## src/rtl/game_pkg.sv

```systemverilog
// Shared definitions for the game-flow controller: state encodings,
// datapath widths and a saturating score helper.
package game_pkg;

   localparam int STATE_W  = 3;
   localparam int LEVEL_W  = 2;
   localparam int SCORE_W  = 16;
   localparam int X_W      = 10;
   localparam int LIVES_W  = 2;
   localparam int TIMER_W  = 9;
   localparam int BOOST_W  = 16;
   localparam int SCREEN_W = 640;

   // Game-flow states; the encoding is visible on the state output.
   localparam logic [STATE_W-1:0] ST_ATTRACT     = 3'd0;
   localparam logic [STATE_W-1:0] ST_READY       = 3'd1;
   localparam logic [STATE_W-1:0] ST_PLAYING     = 3'd2;
   localparam logic [STATE_W-1:0] ST_LEVEL_CLEAR = 3'd3;
   localparam logic [STATE_W-1:0] ST_WIN         = 3'd4;
   localparam logic [STATE_W-1:0] ST_GAME_OVER   = 3'd5;

   localparam logic [SCORE_W-1:0] SCORE_MAX = {SCORE_W{1'b1}};

   // Score increment that sticks at the maximum instead of wrapping.
   function automatic logic [SCORE_W-1:0] sat_inc(input logic [SCORE_W-1:0] v);
      if (v == SCORE_MAX) begin
         return v;
      end
      return v + {{(SCORE_W-1){1'b0}}, 1'b1};
   endfunction

endpackage

```

## src/rtl/game_state_controller_tick_timer.sv

```systemverilog
// Frame-tick hold counter shared by READY, LEVEL_CLEAR, WIN and GAME_OVER.
// Counts on game ticks while enabled, clears on request, and flags when the
// count equals the terminal value selected by the caller.
module tick_timer
   import game_pkg::*;
(
   input  logic               clk,
   input  logic               rst,
   input  logic               i_tick,
   input  logic               i_clear,
   input  logic               i_en,
   input  logic [TIMER_W-1:0] i_terminal,
   output logic               o_at_term
);

   logic [TIMER_W-1:0] r_count;

   // Counter: clear has priority over counting; nothing moves between ticks.
   always_ff @(posedge clk or negedge rst) begin
      if (!rst) begin
         r_count <= '0;
      end else if (i_tick) begin
         if (i_clear) begin
            r_count <= '0;
         end else if (i_en) begin
            r_count <= r_count + {{(TIMER_W-1){1'b0}}, 1'b1};
         end
      end
   end

   assign o_at_term = (r_count == i_terminal);

endmodule

```

## src/rtl/game_state_controller.sv

```systemverilog
// Game-flow master: sequences attract/ready/play/clear/win/game-over,
// keeps score and lives, and issues freeze, level and the one-tick
// speed-boost and level-restart pulses to the world logic.
// Optional build macro HIGH_SCORE_EN adds a persistent high-score register;
// without it high_score is tied to zero.
module game_state_controller
   import game_pkg::*;
#(
   parameter int START_LIVES   = 3,
   parameter int LAST_LEVEL    = 2,
   parameter int READY_TICKS   = 60,
   parameter int CLEAR_TICKS   = 90,
   parameter int END_TICKS     = 120,
   parameter int SCORE_STEP_PX = 16,
   parameter int BOOST_EVERY   = 8
) (
   input  logic               clk,
   input  logic               rst,
   input  logic               game_tick,
   input  logic               any_input_level,
   input  logic               hit_lava_wall,
   input  logic               hit_hazard,
   input  logic               goal_reached,
   input  logic [X_W-1:0]     player_x,
   output logic [STATE_W-1:0] state,
   output logic [LEVEL_W-1:0] level,
   output logic               freeze,
   output logic               speed_boost_pulse,
   output logic               level_restart_pulse,
   output logic [SCORE_W-1:0] score,
   output logic [LIVES_W-1:0] lives,
   output logic [SCORE_W-1:0] high_score
);

   localparam logic [TIMER_W-1:0] READY_TERM = TIMER_W'(READY_TICKS - 1);
   localparam logic [TIMER_W-1:0] CLEAR_TERM = TIMER_W'(CLEAR_TICKS - 1);
   localparam logic [TIMER_W-1:0] END_TERM   = TIMER_W'(END_TICKS);
   localparam logic [BOOST_W-1:0] BOOST_LAST = BOOST_W'(BOOST_EVERY - 1);
   localparam logic [LIVES_W-1:0] LIVES_INIT = LIVES_W'(START_LIVES);
   localparam logic [LEVEL_W-1:0] LEVEL_LAST = LEVEL_W'(LAST_LEVEL);
   localparam logic [X_W:0]       STEP_WIDE  = (X_W+1)'(SCORE_STEP_PX);
   localparam logic [X_W-1:0]     STEP_X     = X_W'(SCORE_STEP_PX);

   // Registered game state
   logic [STATE_W-1:0] r_state;
   logic [LEVEL_W-1:0] r_level;
   logic [SCORE_W-1:0] r_score;
   logic [LIVES_W-1:0] r_lives;
   logic [X_W-1:0]     r_max_x;
   logic [BOOST_W-1:0] r_boost_cnt;
   logic               r_boost_pulse;
   logic               r_restart_pulse;

   // Next-state values
   logic [STATE_W-1:0] w_state_nxt;
   logic [LEVEL_W-1:0] w_level_nxt;
   logic [SCORE_W-1:0] w_score_nxt;
   logic [LIVES_W-1:0] w_lives_nxt;
   logic [X_W-1:0]     w_max_x_nxt;
   logic [BOOST_W-1:0] w_boost_cnt_nxt;
   logic               w_boost_pulse_nxt;
   logic               w_restart_pulse_nxt;

   // Timer control
   logic               w_timer_en;
   logic               w_timer_clr;
   logic               w_timer_at_term;
   logic [TIMER_W-1:0] w_timer_term;

   logic               w_hit;
   logic               w_new_ground;

   assign w_hit = hit_lava_wall | hit_hazard;

   // Compare one bit wider than the position so max_x+step never wraps.
   assign w_new_ground = ({1'b0, player_x} >= ({1'b0, r_max_x} + STEP_WIDE));

   // Terminal count for whichever state currently owns the timer.
   always_comb begin
      w_timer_term = END_TERM;
      case (r_state)
         ST_READY:       w_timer_term = READY_TERM;
         ST_LEVEL_CLEAR: w_timer_term = CLEAR_TERM;
         default:        w_timer_term = END_TERM;
      endcase
   end

   // Next-state and datapath decisions for one game tick.
   always_comb begin
      w_state_nxt         = r_state;
      w_level_nxt         = r_level;
      w_score_nxt         = r_score;
      w_lives_nxt         = r_lives;
      w_max_x_nxt         = r_max_x;
      w_boost_cnt_nxt     = r_boost_cnt;
      w_boost_pulse_nxt   = 1'b0;
      w_restart_pulse_nxt = 1'b0;
      w_timer_en          = 1'b0;

      case (r_state)
         ST_ATTRACT: begin
            if (any_input_level) begin
               w_state_nxt     = ST_READY;
               w_score_nxt     = '0;
               w_lives_nxt     = LIVES_INIT;
               w_level_nxt     = '0;
               w_max_x_nxt     = '0;
               w_boost_cnt_nxt = '0;
            end
         end

         ST_READY: begin
            w_timer_en = 1'b1;
            if (w_timer_at_term) begin
               w_state_nxt         = ST_PLAYING;
               w_restart_pulse_nxt = 1'b1;
            end
         end

         ST_PLAYING: begin
            if (w_hit) begin
               // max_x is kept so ground covered before the death scores nothing.
               if (r_lives == 2'd1) begin
                  w_state_nxt = ST_GAME_OVER;
                  w_lives_nxt = '0;
               end else begin
                  w_state_nxt = ST_READY;
                  w_lives_nxt = r_lives - 2'd1;
               end
            end else if (goal_reached) begin
               w_state_nxt = (r_level == LEVEL_LAST) ? ST_WIN : ST_LEVEL_CLEAR;
            end else if (w_new_ground) begin
               w_max_x_nxt = r_max_x + STEP_X;
               w_score_nxt = sat_inc(r_score);
               // Boost cadence keeps running even once the score is pinned.
               if (r_boost_cnt == BOOST_LAST) begin
                  w_boost_cnt_nxt   = '0;
                  w_boost_pulse_nxt = 1'b1;
               end else begin
                  w_boost_cnt_nxt = r_boost_cnt + {{(BOOST_W-1){1'b0}}, 1'b1};
               end
            end
         end

         ST_LEVEL_CLEAR: begin
            w_timer_en = 1'b1;
            if (w_timer_at_term) begin
               w_state_nxt = ST_READY;
               w_level_nxt = r_level + 2'd1;
               w_max_x_nxt = '0;
            end
         end

         ST_WIN, ST_GAME_OVER: begin
            // Timer parks at END_TICKS; input is only honoured once parked.
            if (w_timer_at_term) begin
               if (any_input_level) begin
                  w_state_nxt = ST_ATTRACT;
               end
            end else begin
               w_timer_en = 1'b1;
            end
         end

         default: begin
            w_state_nxt = ST_ATTRACT;
         end
      endcase
   end

   assign w_timer_clr = (w_state_nxt != r_state);

   tick_timer u_tick_timer (
      .clk        (clk),
      .rst        (rst),
      .i_tick     (game_tick),
      .i_clear    (w_timer_clr),
      .i_en       (w_timer_en),
      .i_terminal (w_timer_term),
      .o_at_term  (w_timer_at_term)
   );

   // Game registers: reset immediately, otherwise advance only on game ticks.
   always_ff @(posedge clk or negedge rst) begin
      if (!rst) begin
         r_state         <= ST_ATTRACT;
         r_level         <= '0;
         r_score         <= '0;
         r_lives         <= LIVES_INIT;
         r_max_x         <= '0;
         r_boost_cnt     <= '0;
         r_boost_pulse   <= 1'b0;
         r_restart_pulse <= 1'b0;
      end else if (game_tick) begin
         r_state         <= w_state_nxt;
         r_level         <= w_level_nxt;
         r_score         <= w_score_nxt;
         r_lives         <= w_lives_nxt;
         r_max_x         <= w_max_x_nxt;
         r_boost_cnt     <= w_boost_cnt_nxt;
         r_boost_pulse   <= w_boost_pulse_nxt;
         r_restart_pulse <= w_restart_pulse_nxt;
      end
   end

`ifdef HIGH_SCORE_EN
   logic [SCORE_W-1:0] r_high_score;
   logic               w_hs_load;

   // Capture only on the tick that ends a game, and only if it is a new best.
   assign w_hs_load = (r_state == ST_PLAYING) &&
                      ((w_state_nxt == ST_WIN) || (w_state_nxt == ST_GAME_OVER)) &&
                      (r_score > r_high_score);

   // High score survives ATTRACT; only reset clears it.
   always_ff @(posedge clk or negedge rst) begin
      if (!rst) begin
         r_high_score <= '0;
      end else if (game_tick && w_hs_load) begin
         r_high_score <= r_score;
      end
   end

   assign high_score = r_high_score;
`else
   assign high_score = '0;
`endif

   assign state               = r_state;
   assign level               = r_level;
   assign freeze              = (r_state != ST_PLAYING);
   assign speed_boost_pulse   = r_boost_pulse;
   assign level_restart_pulse = r_restart_pulse;
   assign score               = r_score;
   assign lives               = r_lives;

endmodule
```

## config.mk

```make
export PLATFORM = sky130hd
export DESIGN_NAME = game_state_controller
export DESIGN_NICKNAME = d
export VERILOG_FILES = /design/src/rtl/game_pkg.sv /design/src/rtl/game_state_controller_tick_timer.sv /design/src/rtl/game_state_controller.sv
export SDC_FILE = /design/constraint.sdc
export NUM_CORES = 1
export LEC_CHECK = 0
export ABC_AREA = 1
export BUFFER_PORTS_ARGS = -buffer_cell sky130_fd_sc_hd__buf_2
export CORE_MARGIN = 1.5
export CORE_UTILIZATION = 45
export CTS_BUF_LIST = sky130_fd_sc_hd__clkbuf_16
export DETAILED_ROUTE_END_ITERATION = 12
export PLACE_DENSITY = 0.79
export REMOVE_ABC_BUFFERS = 1
export SLEW_MARGIN = 20
export SYNTH_ARGS = -nofsm -noshare
export SYNTH_HDL_FRONTEND = slang
export SYNTH_SLANG_ARGS = --single-unit
```

## constraint.sdc

```tcl
create_clock -name clk -period 2.26 [get_ports clk]
set_input_delay 0.339 -clock clk [delete_from_list [all_inputs] [get_ports clk]]
set_output_delay 0.339 -clock clk [all_outputs]
set_load 0.02 [all_outputs]
```

==> summary.md <==
| Metric | Value |
|---|---|
| Initial antenna violation count | 0 |
| Fin util | 56.1% |
| Final Worst Setup Slack | -0.125 ns |
| WP data arrival | 2.61 ns |
| Vias per cell | 5.27 |
| VDD IR max | 0.475 mV |
| Worst Path Buf+Inv | 4 |
| RSZ-0062 raised after global routing | true |
| Most common cell after layout, fill and taps aside | nand2_1 |
| CTS Sinks | 56 |
| Final worst-path cycle share | 106% |
| Die height | 95.6 µm |
| Max-Cap Viols | 0 |
| Largest net degree at the start of global routing | 23 |
| Crit path largest cell delay | 0.36 ns |
| CP cell instances | ha_2 > nand2_2 > inv_2 > nand2_2 > xor2_2 > ha_1 > a21oi_1 > nand2_1 > a21oi_2 > o21ai_2 > buf_4 > buf_6 > nand2_8 > buf_12 > nand2_1 > o21ai_2 |
| GR Overflow Total | 0 |
| Post-route DRC | 0 |
| Fin area | 4640 µm² |
| Total die area | 9130 µm² |
| Final Slew Violations | 0 |
| Min-Delay Path Class | primary input to asynchronous set/reset pin |
| Antenna diodes | 0 |
| Pwr dens | 614 nW/µm² |
| Area growth, synth to finish | 20.2% |
| CP Launch Type | register |
| Final WL | 9.41 mm |
| DRT Pass-1 Iters | 4 |
| Vias in the first global route | 3,584 |
| Crit path max-delay family | adder cells |
| Worst-path maximum fanout | 6 |
| Crit path time final | 2.38 ns |
| Syn Area/Cell | 7.37 µm² |
| Crit. End Element | register |
| Port bufs | 38 |
| Number of synthesized register bits | 56 |
| Initial Util | 46.7% |
| Clk_lat worst skew | 0.29 ns |
| Worst slack, placed | -0.251 ns |
| Hold buffer count at cts | 0 |
| Sequential share of the synthesized area | 36.4% |
| Dpl cell area | 4160 µm² |
| Top Ports | 59 |
| Yosys cell types | 37 |
| Worst slew pin tran | 0.604 ns |
| Routed len/inst | 13.7 µm |
| Worst-path clk slew | 0.07 ns |
| Layout cells sized above 1 | 24.7% |
| Dpl hpwl | 6.22 mm |
| GR Util All Layers | 21.7% |
| Nets | 612 |
| Number of buffers created by CTS | 5 |
| Die X | 95.6 µm |
| Clk root buf | clkbuf_16 |
| Vias | 3,625 |
| Rel. slew slack | 59.4% |
| Crit path max-delay cell type | dfrtp_1 |
| Cells after Synth | 523 |
| Remaining antenna violation count | 0 |
| Synthesis Warnings | 0 |
| Crit path kind | register to register |
| Lkg Pwr | 2.22 nW |
| Fin. Hold Viols | 0 |
| First-pass GRT wire length | 15.8 mm |
| Clk buf depth | 2 |
| Fill count | 713 |
| Status | finished with violations |
| Fmax | 419 MHz |
| Num rows | 33 |
| Final RePlAce weighted congestion | 0.877 |
| H-Tree Depth | 2 |
| CTS tree | built |
| Final setup vio count | 36 |
| Initial DRC count | 270 |
| Worst endpoint required time | 2.48 ns |
| Core Footprint | 8260 µm² |
| Mapped cell area | 3860 µm² |
| Commonest cells after routing, fill and taps aside | nand2_1, inv_1, dfrtp_1, buf_2 |
| Violations in the final reports | setup timing |
| Worst Clk Skew | 0.00644 ns |
## cells by family (layout without fill, tap and decap cells)
kind of cell | after synthesis | count (layout) | share of synthesized area [%]
adders and majority gates | 12 | 12 | 3.89
buffers and inverters | 90 | 133 | 11.6
and+or+nand+nor | 270 | 272 | 32.2
DFF | 56 | 56 | 36.4
other | 1 | 16 | 0.0972
muxes | 1 | 1 | 0.260
AOI/OAI and AO/OA | 66 | 66 | 9.38
xor gates and xnor gates | 27 | 27 | 6.13
## report_power, final
| group | leakage (nW) | internal [W] | switching (W) |
|---|---|---|---|
| registers | 0.769 | 0.00105 | 0.0000692 |
| clock network | 0.0899 | 0.000629 | 0.000349 |
| logic | 1.36 | 0.000269 | 0.000482 |
| total | 2.22 | 0.00194 | 0.000900 |
## metal layers
metal	wire, µm	vias to the layer above	track usage [%]
met3	389	22	3.43
li1	-	1776	-
met1	3970	1716	26.9
met2	4870	111	37.4
met5	0	-	0
met4	184	0	8.70
## flip-flops by register name (all words and copies together) (netlist names)
name / flops
r_boost_cnt: 16
state: 3
u_tick_timer.r_count: 9
score: 16
level: 2
level_restart_pulse: 1
speed_boost_pulse: 1
lives: 2
r_max_x: 6
## cell type report
type                            count  area, µm²  share of cell area, %
Clock buffer                        5        125                   2.70
Clock inverter                      2       60.1                   1.30
Inverter                           61        234                   5.05
Multi-Input combinational cell    394       2210                   47.6
Sequential cell                    56       1410                   30.3
Tap cell                          105        131                   2.83
Timing Repair Buffer               65        472                   10.2
## path summary, 6_finish.rpt
check | from | slack, ns | depth (start not counted) | endpoint
max reg2reg | r_max_x[4] | -0.12 | 16 | r_max_x[7]
min in group clk | hit_lava_wall | 0.35 | 4 | speed_boost_pulse
max | r_max_x[4] | -0.12 | 16 | r_max_x[7]
min reg2reg | level_restart_pulse | 0.48 | 2 | level_restart_pulse
max in group asynchronous | rst | 1.51 | 2 | lives[1]
min | rst | 0.03 | 1 | score[8]
## per-stage QoR
step	total power (W)	cells	TNS, ns	hold slack, ns
after global routing	0.00298	688	-6.98	0.0677
after detailed placement	0.00173	669	-7.08	0.358
after floorplan	0.00152	509	-4.04	0.0434
after global placement	0.00171	669	-4.54	0.341
final	0.00284	688	-2.19	0.0256
after CTS	0.00284	688	-1.56	0.0491
## cells in the mapped netlist, drive strengths merged
cell type    n  area, µm²
nor2        38        168
conb         1       3.75
ha          12        150
inv         61        231
a31oi        1       6.26
a21oi       10       50.1
o21ai       53        292
nand4       15       93.8
xor2        24        210
mux2i        1       10.0
dfrtp       54       1350
nand3       32        165
clkbuf       3       12.5
and2         1       6.26
nor3        17       96.4
or4          1       11.3
xnor2        3       26.3
buf         26        205
o22ai        1       6.26
or2         13       81.3
nand2      146        576
nor4         7       43.8
dfstp        2       52.6
o21bai       1       7.51
## what timing repair did
| action | in CTS | in global routing |
|---|---|---|
| gates cloned | 4 | 0 |
| endpoints found under the setup margin | 39 | 43 |
| buffers inserted | 8 | 1 |
| resized for setup | 35 | 18 |
| pin swaps | 9 | 5 |
(Power assumes the default switching activity.)
